$ cat src/rtl/ifetch_queue.sv
// ifetch_queue: instruction fetch stage feeding the decoder.
// Fetches 32-bit words from instruction memory (one request outstanding),
// buffers them in a circular prefetch queue and issues one word at a time
// on ir with a single-cycle cs strobe. A redirect flushes the queue and
// reloads the PC; a response already in flight is completed and dropped.
// Optional feature: define IFETCH_PERF_CNT_EN to add the fetch_cnt output,
// a saturating count of cs pulses.
module ifetch_queue #(
    parameter int                  ADDR_W   = 16,
    parameter logic [ADDR_W-1:0]   RESET_PC = '0,
    parameter int                  QDEPTH   = 4
) (
    input  logic              clk,
    input  logic              rst_n,
    output logic              mem_rd,
    output logic [ADDR_W-1:0] mem_addr,
    input  logic [31:0]       mem_rdata,
    input  logic              mem_valid,
    output logic [31:0]       ir,
    output logic              cs,
    input  logic              ready1,
    input  logic              redirect,
    input  logic [ADDR_W-1:0] redirect_pc
`ifdef IFETCH_PERF_CNT_EN
    ,
    output logic [15:0]       fetch_cnt
`endif
);

    localparam int               PTR_W  = $clog2(QDEPTH);
    localparam logic [PTR_W:0]   Q_FULL = (PTR_W+1)'(QDEPTH);

    localparam logic [0:0] F_IDLE  = 1'b0;
    localparam logic [0:0] F_WAIT  = 1'b1;

    localparam logic [1:0] I_IDLE  = 2'd0;
    localparam logic [1:0] I_ISSUE = 2'd1;
    localparam logic [1:0] I_HOLD  = 2'd2;

    logic [0:0]        f_state;
    logic [1:0]        i_state;
    logic [ADDR_W-1:0] pc;
    logic              drop;

    logic [31:0]       q_mem [QDEPTH];
    logic [PTR_W-1:0]  rd_ptr;
    logic [PTR_W-1:0]  wr_ptr;
    logic [PTR_W:0]    count;

    logic              fetch_start;
    logic              push;
    logic              pop;

    // Handshake qualifiers shared by the fetch, queue and issue logic
    always_comb begin
        fetch_start = (f_state == F_IDLE) && (count != Q_FULL) && !redirect;
        push        = (f_state == F_WAIT) && mem_valid && !drop && !redirect;
        pop         = (i_state == I_IDLE) && ready1 && (count != '0) && !redirect;
    end

    // Fetch FSM: issue a read, wait for completion, advance or reload the PC.
    // The redirect block sits after the case so it overrides pc and sets the
    // drop flag for a response that is still in flight.
    always_ff @(posedge clk or negedge rst_n) begin
        if (!rst_n) begin
            f_state  <= F_IDLE;
            mem_rd   <= 1'b0;
            mem_addr <= RESET_PC;
            pc       <= RESET_PC;
            drop     <= 1'b0;
        end else begin
            case (f_state)
                F_IDLE: begin
                    if (fetch_start) begin
                        mem_rd   <= 1'b1;
                        mem_addr <= pc;
                        f_state  <= F_WAIT;
                    end
                end
                F_WAIT: begin
                    if (mem_valid) begin
                        mem_rd  <= 1'b0;
                        f_state <= F_IDLE;
                        drop    <= 1'b0;
                        if (!drop && !redirect) begin
                            pc <= pc + 1'b1;
                        end
                    end
                end
                default: begin
                    f_state <= F_IDLE;
                    mem_rd  <= 1'b0;
                end
            endcase
            if (redirect) begin
                pc <= redirect_pc;
                if ((f_state == F_WAIT) && !mem_valid) begin
                    drop <= 1'b1;
                end
            end
        end
    end

    // Queue storage; contents are don't-care while count is zero
    always_ff @(posedge clk) begin
        if (push) begin
            q_mem[wr_ptr] <= mem_rdata;
        end
    end

    // Queue pointers and occupancy; redirect flushes everything
    always_ff @(posedge clk or negedge rst_n) begin
        if (!rst_n) begin
            rd_ptr <= '0;
            wr_ptr <= '0;
            count  <= '0;
        end else if (redirect) begin
            rd_ptr <= '0;
            wr_ptr <= '0;
            count  <= '0;
        end else begin
            if (push) begin
                wr_ptr <= wr_ptr + 1'b1;
            end
            if (pop) begin
                rd_ptr <= rd_ptr + 1'b1;
            end
            case ({push, pop})
                2'b10:   count <= count + 1'b1;
                2'b01:   count <= count - 1'b1;
                default: count <= count;
            endcase
        end
    end

    // Issue FSM: pop the head into ir with a one-cycle cs, then hold a cycle
    // so the decoder has time to drop ready1 after sampling cs.
    always_ff @(posedge clk or negedge rst_n) begin
        if (!rst_n) begin
            i_state <= I_IDLE;
            ir      <= '0;
            cs      <= 1'b0;
        end else begin
            case (i_state)
                I_IDLE: begin
                    if (pop) begin
                        ir      <= q_mem[rd_ptr];
                        cs      <= 1'b1;
                        i_state <= I_ISSUE;
                    end
                end
                I_ISSUE: begin
                    cs      <= 1'b0;
                    i_state <= I_HOLD;
                end
                I_HOLD: begin
                    i_state <= I_IDLE;
                end
                default: begin
                    cs      <= 1'b0;
                    i_state <= I_IDLE;
                end
            endcase
        end
    end

`ifdef IFETCH_PERF_CNT_EN
    // Saturating count of issued instructions; only reset clears it
    always_ff @(posedge clk or negedge rst_n) begin
        if (!rst_n) begin
            fetch_cnt <= '0;
        end else if (pop && (fetch_cnt != 16'hFFFF)) begin
            fetch_cnt <= fetch_cnt + 1'b1;
        end
    end
`endif

endmodule

$ cat config.mk
export PLATFORM = sky130hd
export DESIGN_NAME = ifetch_queue
export DESIGN_NICKNAME = d
export VERILOG_FILES = /design/src/rtl/ifetch_queue.sv
export SDC_FILE = /design/constraint.sdc
export NUM_CORES = 1
export LEC_CHECK = 0
export ABC_AREA = 1
export BUFFER_PORTS_ARGS = -buffer_cell sky130_fd_sc_hd__buf_2
export CAP_MARGIN = 20
export CELL_PAD_IN_SITES_DETAIL_PLACEMENT = 0
export CELL_PAD_IN_SITES_GLOBAL_PLACEMENT = 1
export CORE_MARGIN = 10
export CORE_UTILIZATION = 40
export DETAILED_ROUTE_END_ITERATION = 10
export GPL_TIMING_DRIVEN = 1
export PLACE_DENSITY_LB_ADDON = 0.12
export SETUP_SLACK_MARGIN = 0.5
export SYNTH_ARGS = -nofsm -noshare
export SYNTH_HDL_FRONTEND = slang
export SYNTH_SLANG_ARGS = --single-unit
$ cat constraint.sdc
create_clock -name clk -period 5.25 [get_ports clk]
set_input_delay 0.525 -clock clk [delete_from_list [all_inputs] [get_ports clk]]
set_output_delay 0.525 -clock clk [all_outputs]
set_load 0.05 [all_outputs]
==> impl_metrics.toml <==
[critical_path]
critical_path_class = "reg -> reg"
cp.required_ps = 5460
crit_slowest_cell = "nor2_4"
crit_path_end_kind = "register"
cp_num_buf_inv = 3
critPathMaxStageDelay_ps = 570
cp_cell_sequence = "nand2_2, inv_1, nand2_2, nor2_2, inv_1, nor2_4, buf_16"
crit_fanout = 17
critical-path-top-delay-family = "simple AND/OR/NAND/NOR gates"
crit_arrival_ps = 2780
worstSetupStartpointType = "register"

[yosys]
yosysWarningCount = 0
netlist.area_leader.share_pct = 46.07
synth_nets = 800
yosys.area.top_type = "edfxtp_1"
ys.flop_type = "edfxtp_1"
syn_area_per_cell_um2 = 11.26
synth_area_leaders = "edfxtp_1 46%, dfrtp_1 23%, nand2_1 8.4%, o21ai_0 4.2%, nor2_1 3.9%"
syn_inst = 741
ys_async_sr_fraction_pct = 37.56
synth_seq_cells = 205
yosysSeqAreaShare_pct = 69.17
synth.most_common_cell = "nand2_1"
netlist_area_um2 = 8343
synth_commonest_cells = "186 x nand2_1, 128 x edfxtp_1, 86 x nor2_1"
synth_edf_count = 128
synth_cell_type_count = 37

[drt]
wl_per_cell_um = 17.39
wl_um = 19640
vias_per_cell = 4.973
ant_nets = 0
drc = 0
drtPass1Iterations = 4
drtIter0Drc = 331
vias = 5614

[die]
die_h_um = 164.4
core_area_um2 = 20360
fp.dieW_um = 164.4
dieArea_um2 = 27030
fp-row-count = 52
start_util_pct = 40.97
io_pins = 103

[clock_network]
clk_pin_slew_ps = 60
cts_buffers = 22
cts.root.buffer_cell = "clkbuf_16"
clkLatencyLatePin_ps = 510
ctsHoldBuffers = 0
postCtsResizedCells = 0
cts_max_level = 1
clk_path_buf_depth = 3
cts_tree = "built"
cts_num_sinks = 205
postCtsSetupRepairBufs = 0

[finish]
postLayoutCoreUtil_pct = 48.69
nets = 902
n_antenna_cell = 0
n_fill_cell = 1868
area_growth_pct = 18.84
seq_area_um2 = 5772
multiInputGateArea_um2 = 2215
layout-drive-gt1-share_pct = 20.26

[place]
dp_hpwl_um = 12100
gp_congestion = 0.7923
port_buffers = 102

[pwr]
power_density_nw_per_um2 = 496.6
p_leak_nw = 4.129
irDropWorstVdd_uv = 277.4

[global_routing]
first_global_vias = 5573
grt_antenna_before_repair = 0
grt_use_total_pct = 14.23
grt_pass1_wl_um = 30730
grt_max_degree = 78
grt_overflow = 0

[sta]
setup_viol = 0
hold_ws_ps = 235.0
min_period_ps = 2570
period_share_pct = 48.96
finalSetupTns_ps = 0
max_slew.worst_pin.slew_ps = 661.5
slew_headroom_pct = 55.90
finalHoldViolations = 0
slew_violations = 0
rsz0062_at_grt = "no"
fin_worst_skew_ps = 9.555
max_freq_mhz = 389.0

[flow_run]
maxCapViolCount = 0

[run_status]
outcome = "finished, final reports clean"

[min_path]
hold_path.class = "in -> reg"
[layer usage]
layer	track usage (%)	vias to the layer above	wire [µm]
li1	-	2745	-
met1	19.09	2718	8887
met2	22.85	120	9199
met3	3.112	31	1130
met4	3.986	0	418
met5	0	-	0
[cell type report]
class,count,share of cell area (%)
repair buffers,112,7.345
clock inverters,16,1.464
flip-flops and latches,205,58.22
inverters,39,1.502
clock buffers,24,5.729
well taps,270,3.407
multi-input cells,463,22.34
[cell families after synthesis]
kind of cell / Yosys count / synth area share (%)
simple gates: 311 / 15.22
mux: 3 / 0.4949
compound gates: 139 / 9.058
fa+ha+maj: 6 / 0.9898
buf+inv: 73 / 4.649
flops: 205 / 69.17
xor+xnor: 4 / 0.4200
[final timing paths]
kind,from,to,depth (start not counted),slack [ps]
worst min-delay path,mem_rdata[16],q_mem[2][16],1,230
worst max-delay path,f_state,q_mem[2][6],7,2680
max in group asynchronous,rst_n,rd_ptr[0],3,4200
worst min register to register,i_state[1],i_state[1],1,420
min in group asynchronous,rst_n,ir[8],2,450
worst max register to register,f_state,q_mem[2][6],7,2680
[per-stage QoR]
step	total power [W]	std cells	worst slack (ps)	instance area, µm²
finish	0.004924	1129	2680	9915
global route	0.005179	1129	2502	9915
CTS	0.004979	1122	2399	9754
detailed placement	0.003452	1082	2150	9041
global placement	0.003433	1080	2190	8994
floorplan	0.003107	741	2504	8343
[registers in the layout, indices dropped and copies added, names as in the netlist, named ones only]
signal,flops
count,3
cs,1
f_state,1
i_state,2
ir,32
mem_addr,16
mem_rd,1
pc,16
q_mem,128
rd_ptr,2
wr_ptr,2
[power by group]
part           switching (W)  internal, W  total (W)
clock network       0.000629     0.000883    0.00151
logic                0.00104     0.000317    0.00136
registers           0.000118      0.00193    0.00205
total                0.00179      0.00313    0.00492
[cell usage in the layout (no fill, tap or decap), types with 3 or more instances in the layout]
cell        count
nand3_1        21
buf_16          5
o22ai_1        33
clkinv_2        7
edfxtp_1      128
inv_1          35
inv_2           3
clkinvlp_4      3
o21ai_0        70
a21oi_1         5
nand2_1       186
xor2_1          3
ha_1            5
nand2_2         3
o21ai_1        23
nor2_1         82
buf_12          3
clkbuf_16      22
nor2_4          6
buf_2         101
dfrtp_1        76
nor2_2          4
clkinv_1        3
Note: power is estimated with default switching activity, not from simulation.
